File: config.mk
export PLATFORM = sky130hd
export DESIGN_NAME = ex_stage
export DESIGN_NICKNAME = d
export VERILOG_FILES = /design/src/rtl/ex_stage.sv
export SDC_FILE = /design/constraint.sdc
export NUM_CORES = 1
export LEC_CHECK = 0
export BUFFER_PORTS_ARGS = -buffer_cell sky130_fd_sc_hd__buf_2
export CORE_ASPECT_RATIO = 0.6
export CORE_MARGIN = 3
export CORE_UTILIZATION = 51
export CTS_CLUSTER_SIZE = 10
export DETAILED_ROUTE_END_ITERATION = 8
export PLACE_DENSITY = 0.79
export REMOVE_ABC_BUFFERS = 1
export SETUP_SLACK_MARGIN = 0.05
export SYNTH_ARGS = -nofsm -noshare
export SYNTH_HDL_FRONTEND = slang
export SYNTH_SLANG_ARGS = --single-unit
File: constraint.sdc
create_clock -name clock -period 20.3 [get_ports clock]
set_input_delay 2.03 -clock clock [delete_from_list [all_inputs] [get_ports clock]]
set_output_delay 2.03 -clock clock [all_outputs]
set_load 0.1 [all_outputs]
File: src/rtl/ex_stage.sv
// Execute stage with EX/MEM pipeline register.
// Single-cycle ADD/SUB/SLT, iterative MUL (MUL_BITS bits per iteration),
// branch resolution and exception pass-through. ex_busy asks the stall
// controller to freeze ID/EX for the duration of a multiply.
module ex_stage #(
    parameter int MUL_BITS = 8
) (
    input  logic        clock,
    input  logic        reset,
    input  logic        stall_at_mem,
    input  logic        flush_at_mem,
    input  logic [31:0] id_readData1,
    input  logic [31:0] id_readData2,
    input  logic [31:0] id_address,
    input  logic [1:0]  id_aluCtrl,
    input  logic [7:0]  id_ctrl,
    input  logic        id_ignore_op2,
    input  logic [4:0]  id_rt,
    input  logic [4:0]  id_rd,
    input  logic [31:0] id_pc,
    input  logic        id_exception,
    input  logic [31:0] id_faulty_addr,
    input  logic        id_iret,
    input  logic        id_tlb_write,
    output logic        ex_busy,
    output logic [31:0] ex_aluResult,
    output logic [31:0] ex_writeData,
    output logic [4:0]  ex_writeReg,
    output logic [5:0]  ex_ctrl,
    output logic        ex_tlb_write,
    output logic        ex_br_taken,
    output logic [31:0] ex_br_target,
    output logic        ex_exception,
    output logic [31:0] ex_faulty_addr,
    output logic [31:0] ex_pc
);

    localparam int N  = 32 / MUL_BITS;
    localparam int CW = (N > 1) ? $clog2(N) : 1;
    localparam logic [CW-1:0] CNT_LAST = CW'(N - 1);

    typedef enum logic [1:0] {IDLE, RUN, DONE} state_t;

    state_t        state_reg, state_next;
    logic [CW-1:0] cnt_reg, cnt_next;
    logic [31:0]   acc_reg, acc_next;
    logic [31:0]   mcand_reg, mcand_next;
    logic [31:0]   mplier_reg, mplier_next;
    logic          busy_comb;
    logic          load_bubble;
    logic          load_mul;

    // id_ctrl = {regDst,branch,memRead,memToReg,memWrite,aluSrc,regWrite,word}
    logic ctrl_regdst, ctrl_branch, ctrl_memread, ctrl_memtoreg;
    logic ctrl_memwrite, ctrl_alusrc, ctrl_regwrite, ctrl_word;
    assign {ctrl_regdst, ctrl_branch, ctrl_memread, ctrl_memtoreg,
            ctrl_memwrite, ctrl_alusrc, ctrl_regwrite, ctrl_word} = id_ctrl;

    logic [31:0] op_a, op_b;
    logic [31:0] alu_result;
    logic        mul_start;
    logic        br_taken;
    logic [31:0] br_target;

    assign op_a      = id_readData1;
    assign op_b      = id_ignore_op2 ? 32'h0 : (ctrl_alusrc ? id_address : id_readData2);
    assign mul_start = (id_aluCtrl == 2'b10) && !id_exception;
    assign br_taken  = ctrl_branch && (id_readData1 == id_readData2) && !id_exception;
    assign br_target = id_pc + 32'd4 + {id_address[29:0], 2'b00};

    // Single-cycle ALU; MUL yields 0 here because its result comes from the accumulator
    always_comb begin
        alu_result = '0;
        case (id_aluCtrl)
            2'b00:   alu_result = op_a + op_b;
            2'b01:   alu_result = op_a - op_b;
            2'b11:   alu_result = {31'b0, $signed(op_a) < $signed(op_b)};
            default: alu_result = '0;
        endcase
    end

    // Partial product of the low multiplier digit, pre-shifted for every iteration slot
    logic [31:0] pp;
    logic [31:0] pp_shift [2**CW];
    assign pp = 32'(mplier_reg[MUL_BITS-1:0]) * mcand_reg;

    generate
        for (genvar gi = 0; gi < 2**CW; gi++) begin : g_pp_shift
            assign pp_shift[gi] = pp << (gi * MUL_BITS);
        end
    endgenerate

    // Multiplier FSM state and datapath registers
    always_ff @(posedge clock or posedge reset) begin
        if (reset) begin
            state_reg  <= IDLE;
            cnt_reg    <= '0;
            acc_reg    <= '0;
            mcand_reg  <= '0;
            mplier_reg <= '0;
        end else begin
            state_reg  <= state_next;
            cnt_reg    <= cnt_next;
            acc_reg    <= acc_next;
            mcand_reg  <= mcand_next;
            mplier_reg <= mplier_next;
        end
    end

    // Next-state, busy and output-register load selection; flush beats stall
    always_comb begin
        state_next  = state_reg;
        cnt_next    = cnt_reg;
        acc_next    = acc_reg;
        mcand_next  = mcand_reg;
        mplier_next = mplier_reg;
        busy_comb   = 1'b0;
        load_bubble = 1'b0;
        load_mul    = 1'b0;

        case (state_reg)
            IDLE: begin
                if (mul_start) begin
                    busy_comb   = 1'b1;
                    load_bubble = 1'b1;
                    mcand_next  = op_a;
                    mplier_next = op_b;
                    acc_next    = '0;
                    cnt_next    = '0;
                    state_next  = RUN;
                end
            end
            RUN: begin
                busy_comb   = 1'b1;
                load_bubble = 1'b1;
                acc_next    = acc_reg + pp_shift[cnt_reg];
                mplier_next = mplier_reg >> MUL_BITS;
                cnt_next    = cnt_reg + CW'(1);
                if (cnt_reg == CNT_LAST) begin
                    state_next = DONE;
                end
            end
            DONE: begin
                load_mul   = 1'b1;
                state_next = IDLE;
            end
            default: state_next = IDLE;
        endcase

        if (flush_at_mem) begin
            state_next = IDLE;
            acc_next   = '0;
            cnt_next   = '0;
        end else if (stall_at_mem) begin
            state_next  = state_reg;
            cnt_next    = cnt_reg;
            acc_next    = acc_reg;
            mcand_next  = mcand_reg;
            mplier_next = mplier_reg;
        end
    end

    assign ex_busy = busy_comb && !reset;

    // EX/MEM pipeline register: bubble on flush or while multiplying, hold on stall
    always_ff @(posedge clock or posedge reset) begin
        if (reset) begin
            ex_aluResult   <= '0;
            ex_writeData   <= '0;
            ex_writeReg    <= '0;
            ex_ctrl        <= '0;
            ex_tlb_write   <= 1'b0;
            ex_br_taken    <= 1'b0;
            ex_br_target   <= '0;
            ex_exception   <= 1'b0;
            ex_faulty_addr <= '0;
            ex_pc          <= '0;
        end else if (flush_at_mem || (!stall_at_mem && load_bubble)) begin
            ex_aluResult   <= '0;
            ex_writeData   <= '0;
            ex_writeReg    <= '0;
            ex_ctrl        <= '0;
            ex_tlb_write   <= 1'b0;
            ex_br_taken    <= 1'b0;
            ex_br_target   <= '0;
            ex_exception   <= 1'b0;
            ex_faulty_addr <= '0;
            ex_pc          <= '0;
        end else if (!stall_at_mem) begin
            ex_aluResult   <= load_mul ? acc_reg : alu_result;
            ex_writeData   <= id_readData2;
            ex_writeReg    <= ctrl_regdst ? id_rd : id_rt;
            ex_ctrl        <= {ctrl_memread && !id_exception, ctrl_memtoreg,
                               ctrl_memwrite && !id_exception, ctrl_regwrite && !id_exception,
                               ctrl_word, id_iret};
            ex_tlb_write   <= id_tlb_write;
            ex_br_taken    <= br_taken;
            ex_br_target   <= br_target;
            ex_exception   <= id_exception;
            ex_faulty_addr <= id_faulty_addr;
            ex_pc          <= id_pc;
        end
    end

endmodule

* Yosys cells after proc, flatten, opt, wreduce, memory -nomap -nowiden *
Cells that the tools add are included.

cells by class
  $add $sub $neg = 6
  equal/unequal tests = 11
  reduce and logical (&&, ||, !) cells = 17
  mux-type cells = 52
  order comparisons = 2
  bitwise logic cells = 1
  multiply operators = 1

operators with widths
  cell                                                                      count
  32-bit 2-to-1 mux                                                         25
  32-bit case mux with 2 select lines                                       2
  32-bit adder                                                              3
  32-bit case mux with 3 select lines                                       1
  32-bit binary-select mux with 2-bit select                                1
  32-bit by 3-bit adder with 32-bit output (second input constant)          1
  32-bit equality test                                                      1
  32-bit < comparator                                                       1
  8-bit by 32-bit multiplier with 32-bit output                             1
  32-bit subtractor                                                         1
  5-bit 2-to-1 mux                                                          3
  2-bit 2-to-1 mux                                                          7
  6-bit 2-to-1 mux                                                          2
  2-bit equality test (second input constant)                               4
  1-bit logical AND                                                         8
  1-bit 2-to-1 mux                                                          8
  2-bit case mux with 2 select lines                                        2
  3-bit inequality test (second input constant)                             2
  3-bit AND reduction                                                       2
  2-bit by 1-bit equality test with 1-bit output (second input constant)    2
  2-bit zero test                                                           2
  2-bit by 1-bit inequality test with 1-bit output (second input constant)  2
  3-bit >= comparator (second input constant)                               1
  1-bit zero test                                                           3
  other kinds (5)                                                           5

storage, ports and cells
  bits of input ports = 188
  logic and storage cells = 105
  flip-flop bits (word level) = 274

* Longest topological paths before layout *
Gate-level depths: netlist (run 1).

  depth in word-level cells = 8
  mapped depth = 36

* Least setup slack after synthesis (run 1) *
OpenSTA, ideal clock, no wires.

  path type = flip-flop to flip-flop
  start = reg mplier_reg[5]
  end = reg acc_reg[31]
  stages on the path, launching flop included = 36
  required time = 20172 ps
  clock period less this slack = 7055 ps
  setup slack = 13245 ps
  arrival time = 6927 ps
  buffers on the path = 2
  library setup time = 128 ps
  path through = dfrtp_1 -> clkbuf_1 -> clkbuf_1 -> nand2_1 -> fa_1 -> fa_1 -> inv_1 -> fa_1 -> inv_1 -> fa_1 -> inv_1 -> ha_1 -> o21ai_0 -> nor2_1 -> or4_1 -> a31oi_1 -> nand2b_4 -> o21a_4 -> o21ai_1 -> a21o_1 -> a21oi_1 -> xnor2_1 -> a21oi_1 -> o22ai_1 -> ha_1 -> nand2_1 -> nor3_1 -> a31oi_1 -> nand2_1 -> nor2_1 -> o21ai_1 -> o41ai_1 -> o21ai_0 -> xor2_1 -> a21oi_1 -> o22ai_1

on the way
  cells in the longest elaborated chain, start to end = 8

RTL lines
  item                                                  RTL line  RTL
  start: declaration                                    48        logic [31:0] mplier_reg, mplier_next;
  start signal: assignment                              106       mplier_reg <= mplier_next;
  8-bit by 32-bit multiplier with 32-bit output         85        assign pp = 32'(mplier_reg[MUL_BITS-1:0]) * mcand_reg;
  32-bit binary-select mux with 2-bit select            136       acc_next = acc_reg + pp_shift[cnt_reg];
  32-bit 2-to-1 mux (not written as such) (2 in a row)  136
  32-bit adder                                          136
  32-bit case mux with 2 select lines                   121       case (state_reg)
  32-bit 2-to-1 mux                                     154       end else if (stall_at_mem) begin
  32-bit 2-to-1 mux                                     150       if (flush_at_mem) begin
  end signal: assignment                                104       acc_reg <= acc_next;
  end: declaration                                      46        logic [31:0] acc_reg, acc_next;

No other way between the ends. The select of a mux whose other input is x is not followed.
A chain may end at the register's enable or synchronous reset.

* Final worst setup path (run 1) *
  start = reg mplier_reg[2]
  end = reg acc_reg[31]

The elaborated chain is that of the path after synthesis.

==> impl_metrics.tcl, run 1 <==
set metrics [dict create \
    hp-start "ex_br_target[9]$_DFFE_PP0P_" \
    slowest_delay_ps 1030 \
    crit_top_cell "fa_1" \
    io_pins 363 \
    hold_end "ex_br_target[9]$_DFFE_PP0P_" \
    synth_xor_xnor_area_share_pct 5.26 \
    path_max_fanout 31 \
    r2r.worst_path.cells 33 \
    reg2reg_from "mplier_reg[2]$_DFFE_PP0P_" \
    avgRoutedWirePerCell_um 22.6 \
    io_buffers 362 \
    max_freq_mhz 117 \
    start_util_pct 51.9 \
    viasPerCell 6.05 \
    leakagePower_nw 13.9 \
    start_kind "flip-flop" \
    grt_overflow 0 \
    dp.cells 3505 \
    vdd_ir_drop_max_mv 0.117 \
    ant_nets 0 \
    final_cells 3555 \
    maxCapViolCount 0 \
    synth_edf_count 0 \
    ys.flop_type "dfrtp_1" \
    insertion_delay_ps 540 \
    post_cts_resized 0 \
    ys_ff_latch 272 \
    cts_root_buf "clkbuf_16" \
    path_clk_slew_ps 60 \
    fin_crit_sh_pct 42.2 \
    rsz0062_at_grt "no" \
    antenna_found_initial 6 \
    ys_types 75 \
    hold_class "flip-flop to flip-flop" \
    status "complete, no violations" \
    syn_to_final_growth_pct 13.5 \
    syn_area_um2 24200 \
    switchingPower_mw 1.81 \
    yosys.area_share.simple_pct 14.7 \
    final_common_cell "buf_2" \
    cp_slowest_cell "dfrtp_1" \
    p_sw_share_pct 50.8 \
    dieArea_um2 50100 \
    setup_tns_ps 0 \
    die_w_um 287 \
    critPathBufInv 3 \
    rows 61 \
    finalSetupViolCount 0 \
    drt_iter0_drc 2428 \
    clock_power_share_pct 16.3 \
    slew_violations 0 \
    r2r_slack_ps 11730 \
    synth_top_family_by_area "adder cells" \
    final_hold_viol_count 0 \
    whs_path_depth 2 \
    finalWirelength_mm 80.3 \
    slew_headroom_pct 13.7 \
    gp_congestion 0.991 \
    yosys_warnings 0 \
    syn_avg_cell_area_um2 9.19 \
    combPwrFrac_pct 64.2 \
    worstSetupPathType "flip-flop to flip-flop" \
    drive_gt1_share_pct 16.7 \
    clock_sinks 272 \
    nNetsFinal 3454 \
    synthCells 2629 \
    power.density_nw_per_um2 130 \
    fillers 4152 \
    fin_skew_ps 15.1 \
    async_flop_share_pct 100 \
    rr_endpoint "acc_reg[31]$_DFFE_PP0P_" \
    synth_compound_area_share_pct 19.3 \
    yosysSeqAreaShare_pct 28.2 \
    cts_tree "built" \
    die_h_um 175 \
    dr.pass1.iters 6 \
    cts_buffers 34 \
    drc 0 \
    postCtsSetupBuffers 0 \
    p_seq_share_pct 19.5 \
    yosys-mux-area-fraction_pct 3.55 \
    htree_num_levels 2 \
    dp.final_hpwl_mm 63.8 \
    cp.required_ps 20720 \
    grt_pass1_vias 20584 \
    hold_buffers 0 \
    grt_pass1_wl_mm 122 \
    critPathTopFamily "compound AO/OA/AOI/OAI gates" \
    synth_adder_area_share_pct 23.4 \
    worst_pin_slew_ps 1290 \
    vias 21505 \
    cts_buffer_depth 3 \
    arrival_ps 8990 \
    power.internal_mw 1.75 \
    grt_max_degree 110 \
    core-area_um2 46600 \
    most-common-layout-cells "buf_2 (362), dfrtp_1 (272), inv_1 (226)" \
    fin_crit_ps 8570 \
    track_usage_pct 31.4 \
    end_kind "flip-flop" \
]
worst register-to-register path: cells and delay by family, from the launching register on:
family / cells / cell delay, ps
AOI/OAI and AO/OA: 14 / 2760
adders and majority gates: 6 / 2660
and+or+nand+nor: 8 / 1440
DFF: 1 / 1030
xor gates and xnor gates: 2 / 420
buffers and inverters: 3 / 140
worst max path at each step:
stage	startpoint	to	cells after the start
floorplan	id_aluCtrl[1]	ex_aluResult[11]$_DFFE_PP0P_	6
global placement	mplier_reg[2]$_DFFE_PP0P_	acc_reg[31]$_DFFE_PP0P_	33
detailed placement	mplier_reg[3]$_DFFE_PP0P_	acc_reg[31]$_DFFE_PP0P_	33
CTS	mplier_reg[2]$_DFFE_PP0P_	acc_reg[31]$_DFFE_PP0P_	33
global route	mplier_reg[2]$_DFFE_PP0P_	acc_reg[31]$_DFFE_PP0P_	34
finish	mplier_reg[2]$_DFFE_PP0P_	acc_reg[31]$_DFFE_PP0P_	33
cells in the mapped netlist, types with 12 or more instances:
library cell	n	area [um2]
a211oi_1	13	97.6
a21o_1	43	323
a21oi_1	172	861
a22o_1	129	1130
a22oi_1	33	248
and2_1	176	1100
clkbuf_1	120	450
dfrtp_1	272	6810
fa_1	160	3200
ha_1	195	2440
inv_1	227	852
mux2_2	34	383
mux2i_1	44	440
nand2_1	208	781
nand2b_1	19	119
nand3_1	23	115
nand4_1	15	93.8
nor2_1	157	589
nor2b_1	27	169
nor3_1	34	170
o21ai_0	136	681
o21ai_1	37	185
o21bai_1	18	135
o22ai_1	12	75.1
o31ai_1	21	158
or2_2	14	87.6
xnor2_1	106	928
xor2_1	39	342
per-layer routing:
| layer | GRT usage (%) | share of wire (%) |
|---|---|---|
| met5 | 0 | 0.042 |
| met4 | 7.88 | 2.6 |
| met3 | 9.30 | 11 |
| met2 | 44.4 | 42 |
| met1 | 46.8 | 44 |
cell families (layout without fill, tap and decap cells):
| logic type | after synthesis | in the layout |
|---|---|---|
| AOI/OAI and AO/OA | 700 | 700 |
| adders and majority gates | 355 | 355 |
| buffers and inverters | 361 | 653 |
| xor gates and xnor gates | 145 | 145 |
| other | 0 | 4 |
| and+or+nand+nor | 716 | 716 |
| muxes | 80 | 80 |
| DFF | 272 | 272 |
area by class of cell:
cell class / instances / area, um2 / share of cell area, %
Antenna cell: 4 / 10.0 / 0.0365
Multi-Input combinational cell: 1996 / 16000 / 58.4
Timing Repair Buffer: 379 / 1940 / 7.07
Sequential cell: 272 / 6810 / 24.8
Clock buffer: 41 / 918 / 3.35
Inverter: 228 / 863 / 3.15
Clock inverter: 5 / 72.6 / 0.265
Tap cell: 630 / 788 / 2.88
power groups by stage:
stage	clock network [mW]	logic, mW	registers, mW
2_1_floorplan	0	1.46	0.836
3_3_place_gp	0	2.14	0.694
3_5_place_dp	0	2.20	0.698
4_1_cts	0.585	2.21	0.690
5_1_grt	0.606	2.47	0.703
6_report	0.578	2.28	0.694
stage by stage:
| step | hold slack [ps] | utilization, % | setup WS [ps] | area [um2] | power, mW |
|---|---|---|---|---|---|
| detailed placement | 465 | 56.7 | 11930 | 26400 | 2.90 |
| finish | 475 | 58.9 | 11730 | 27400 | 3.55 |
| floorplan | 449 | - | 10440 | 23600 | 2.30 |
| global route | 507 | 58.9 | 11170 | 27400 | 3.78 |
| global placement | 457 | 56.7 | 12000 | 26400 | 2.84 |
| CTS | 478 | 58.9 | 11890 | 27400 | 3.49 |
Power figures use the tool's default switching activity.
==> run 2: changes to the inputs <==
==> constraint.sdc (replaced) <==
create_clock -name clock -period 8.35 [get_ports clock]
set_input_delay 0.835 -clock clock [delete_from_list [all_inputs] [get_ports clock]]
set_output_delay 0.835 -clock clock [all_outputs]
set_load 0.1 [all_outputs]
==> run 2 against run 1 <==
Against the previous run:
- non-clock buffer count is 9 higher
- routed wire length hardly changed
- first-iteration DRC count is 7.0% higher
- via count is 0.26% lower
- core utilization is 0.20 points lower
- clock power is 110% higher
- cell area is 0.33% lower
- critical path type unchanged
- largest power group unchanged
==> impl_metrics.tcl, run 2 (synthesized netlist as in run 1, its figures left out) <==
set metrics [dict create \
    die_w_um 287 \
    insertion_delay_ps 590 \
    wl_met1_mm 35.7 \
    start_util_pct 51.9 \
    start_kind "flip-flop" \
    clock_sinks 272 \
    setup_tns_ps 0 \
    cts_buffer_depth 3 \
    cp_slowest_cell "fa_1" \
    postCtsSetupBuffers 0 \
    fillers 4108 \
    io_pins 363 \
    dieArea_um2 50100 \
    cts_tree "built" \
    grt_max_degree 117 \
    final_util_pct 58.7 \
    rows 61 \
    arrival_ps 8340 \
    fin_skew_ps 12.7 \
    dr.pass1.iters 8 \
    syn_to_final_growth_pct 13.1 \
    cts_buffers 31 \
    startpoint "mplier_reg[3]$_DFFE_PP0P_" \
    rr_endpoint "acc_reg[31]$_DFFE_PP0P_" \
    die_h_um 175 \
    status "complete, no violations" \
    cts_root_buf "clkbuf_16" \
    drt_iter0_drc 2597 \
    slew_violations 0 \
    critPathTopFamily "compound AO/OA/AOI/OAI gates" \
    hold_class "input port to asynchronous set/reset pin" \
    vdd_ir_drop_max_mv 0.238 \
    fin_crit_ps 7870 \
    fin_crit_sh_pct 94.3 \
    wl_met2_mm 34.0 \
    power.density_nw_per_um2 310 \
    gp_congestion 0.979 \
    final_hold_viol_count 0 \
    slew_headroom_pct 25.4 \
    drive_gt1_share_pct 16.8 \
    htree_num_levels 1 \
    dp.cells 3514 \
    path_max_fanout 29 \
    worstSetupPathType "flip-flop to flip-flop" \
    max_freq_mhz 127 \
    viasPerCell 6.03 \
    vias 21449 \
    nNetsFinal 3460 \
    worst_pin_slew_ps 1120 \
    antenna_found_initial 7 \
    reg2reg_from "mplier_reg[3]$_DFFE_PP0P_" \
    finalWorstSetupSlack_ps 478 \
    io_buffers 362 \
    top_layer "met5" \
    leakagePower_nw 13.9 \
    grt_overflow 0 \
    maxCapViolCount 0 \
    avgRoutedWirePerCell_um 22.5 \
    slowest_delay_ps 500 \
    crit_top_cell "fa_1" \
    dr_wl_met3_mm 8.46 \
    track_usage_pct 31.0 \
    r2r_slack_ps 480 \
    end_kind "flip-flop" \
    dp.final_hpwl_mm 64.1 \
    ant_nets 0 \
    dpl_worst_slack_ps 421 \
    most-common-layout-cells "buf_2 (362), dfrtp_1 (272), inv_1 (226)" \
    path_clk_slew_ps 60 \
    final_cells 3556 \
    grt_pass1_wl_mm 122 \
    drc 0 \
    grt_pass1_vias 20488 \
    rsz0062_at_grt "no" \
    final_common_cell "buf_2" \
    core-area_um2 46600 \
    finalSetupViolCount 0 \
    finalWirelength_mm 80.2 \
    cp.required_ps 8820 \
    r2r.worst_path.cells 33 \
    critPathBufInv 3 \
]
[run 2: cell types whose count changed in the layout (fill, tap and decap cells not counted), sizes merged]
cell and change:
clkinv -4, buf +9, bufinv -1, clkbuf -3
[run 2: repair_timing]
action,4_1_cts,5_1_grt
hold buffers,0,0
setup endpoints to repair,0,4
gates resized for setup,0,4
endpoints found under the hold margin,0,0
[run 2: through the flow]
stage | power (mW) | hold WS [ps] | area, um2
floorplan | 5.58 | 449 | 23600
global placement | 6.92 | 456 | 26500
detailed placement | 7.06 | 465 | 26500
CTS | 8.31 | 450 | 27300
global route | 9.02 | 460 | 27300
finish | 8.47 | 423 | 27300
[run 2: per-layer routing]
layer | GRT usage, % | up-vias
met5 | 0 | -
met4 | 7.35 | 2
met3 | 7.55 | 134
met2 | 44.4 | 1005
met1 | 47.1 | 10707
li1 | - | 9601
[run 2: final cells by class]
cell class | count | area, um2 | area share, %
multi-input combinational | 1996 | 16000 | 58.7
sequential | 272 | 6810 | 24.9
clock buffer | 38 | 812 | 2.97
tap | 630 | 788 | 2.89
timing repair buffer | 388 | 2010 | 7.35
inverter | 228 | 863 | 3.16
antenna | 4 | 10.0 | 0.0366
[run 2: worst max path at each step]
stage                                    to  slack [ps]  cells after the start
2_1_floorplan  ex_aluResult[11]$_DFFE_PP0P_        -310                      6
3_3_place_gp        acc_reg[28]$_DFFE_PP0P_         660                     32
3_5_place_dp        acc_reg[31]$_DFFE_PP0P_         420                     34
4_1_cts             acc_reg[31]$_DFFE_PP0P_         350                     34
5_1_grt             acc_reg[28]$_DFFE_PP0P_          90                     31
6_report            acc_reg[31]$_DFFE_PP0P_         480                     33
[run 2: power by group]
part / internal (mW) / switching, mW / total, mW
logic: 2.01 / 3.60 / 5.61
clock network: 0.665 / 0.562 / 1.23
registers: 1.46 / 0.178 / 1.63
==> run 3: changes to the inputs <==
==> constraint.sdc (replaced) <==
create_clock -name clock -period 8.85 [get_ports clock]
set_input_delay 0.885 -clock clock [delete_from_list [all_inputs] [get_ports clock]]
set_output_delay 0.885 -clock clock [all_outputs]
set_load 0.1 [all_outputs]
==> run 3 against run 2 <==
Against the previous run:
- total power shrank 3.5%
- die area is the same
- sequential power shrank 4%
- maximum frequency shrank 4.9%
- sequential share of layout area shrank 0.10 points
==> impl_metrics.tcl, run 3 (synthesized netlist as in run 1, its figures left out) <==
set metrics [dict create \
    status "complete, no violations" \
    fin_crit_ps 8270 \
    maxCapViolCount 0 \
    grt_pass1_wl_mm 122 \
    fin_skew_ps 26.2 \
    gp_congestion 0.987 \
    dr.pass1.iters 6 \
    syn_to_final_growth_pct 13.6 \
    path_clk_slew_ps 60 \
    finalSetupViolCount 0 \
    start_kind "flip-flop" \
    final.hold.worst_slack_ps 475 \
    drc 0 \
    dieArea_um2 50100 \
    rows 61 \
    start_util_pct 51.9 \
    rsz0062_at_grt "no" \
    vdd_ir_drop_max_mv 0.217 \
    dp.final_hpwl_mm 63.9 \
    io_pins 363 \
    antenna_found_initial 5 \
    nNetsFinal 3457 \
    worstSetupPathType "flip-flop to flip-flop" \
    path_max_fanout 26 \
    viasPerCell 6.05 \
    cp_slowest_cell "dfrtp_1" \
    dp.cells 3508 \
    worst_pin_slew_ps 1130 \
    cp.required_ps 9250 \
    die_w_um 287 \
    htree_num_levels 2 \
    final_common_cell "buf_2" \
    track_usage_pct 31.4 \
    power.density_nw_per_um2 298 \
    core-area_um2 46600 \
    slew_violations 0 \
    slew_headroom_pct 24.6 \
    grt_pass1_vias 20537 \
    arrival_ps 8680 \
    io_buffers 362 \
    vias 21504 \
    ant_nets 0 \
    max_freq_mhz 121 \
    fin_crit_sh_pct 93.5 \
    postCtsSetupBuffers 0 \
    drive_gt1_share_pct 16.8 \
    final_hold_viol_count 0 \
    leakagePower_nw 13.9 \
    clock_sinks 272 \
    cts_tree "built" \
    insertion_delay_ps 540 \
    hold_buffers 0 \
    most-common-layout-cells "buf_2 (362), dfrtp_1 (270), inv_1 (226)" \
    finalWirelength_mm 80.4 \
    cts_buffers 34 \
    power_mw 8.17 \
    cts_root_buf "clkbuf_16" \
    slowest_delay_ps 850 \
    grt_overflow 0 \
    grt_max_degree 164 \
    drt_iter0_drc 2666 \
    avgRoutedWirePerCell_um 22.6 \
    die_h_um 175 \
    cts_buffer_depth 3 \
    hold_class "flip-flop to flip-flop" \
    final_cells 3556 \
    end_kind "flip-flop" \
    setup_tns_ps 0 \
    post_cts_resized 0 \
]
-- run 3: cell type report --
type                    count  area, um2
flip-flops and latches    272       6810
diodes                      3       7.51
well taps                 630        788
repair buffers            382       1970
inverters                 228        863
clock buffers              39        890
clock inverters             6       98.8
multi-input cells        1996      16000
fillers                  4085      19100
-- run 3: worst paths after layout --
path	end	startpoint	slack, ps	cells past startpoint
max	acc_reg[31]$_DFFE_PP0P_	mplier_reg[7]$_DFFE_PP0P_	580	33
min	ex_writeReg[2]$_DFFE_PP0P_	ex_writeReg[2]$_DFFE_PP0P_	480	2
max reg2reg	acc_reg[31]$_DFFE_PP0P_	mplier_reg[7]$_DFFE_PP0P_	580	33
min reg2reg	ex_writeReg[2]$_DFFE_PP0P_	ex_writeReg[2]$_DFFE_PP0P_	480	2
min in group asynchronous	mplier_reg[16]$_DFFE_PP0P_	reset	500	2
max in group asynchronous	mcand_reg[26]$_DFFE_PP0P_	reset	6880	3
-- run 3: worst max-delay path, delay by kind of cell, from the launching register on --
| kind | cells | cell delay [ps] |
|---|---|---|
| simple gates | 11 | 1840 |
| compound gates | 13 | 2640 |
| fa+ha+maj | 6 | 2540 |
| xor+xnor | 1 | 190 |
| buf+inv | 2 | 90 |
| flops | 1 | 850 |
-- run 3: report_power, final --
group          switching (mW)  internal, mW
Sequential              0.191          1.37
Combinational            3.39          1.88
Clock                   0.568         0.768
Total                    4.15          4.02
-- run 3: layer usage --
metal,global-route usage [%],vias to the layer above,routed length [um]
li1,-,9605,-
met1,47.0,10717,35200
met2,45.2,1053,34300
met3,8.67,125,9040
met4,6.86,4,1850
met5,0,-,34
-- run 3: stage by stage --
stage | utilization, % | instance area, um2 | setup slack [ps]
finish | 59.0 | 27400 | 575
global route | 59.0 | 27400 | 69.7
CTS | 58.9 | 27400 | 650
detailed placement | 56.8 | 26400 | 701
global placement | 56.8 | 26400 | 852
floorplan | - | 23600 | 138
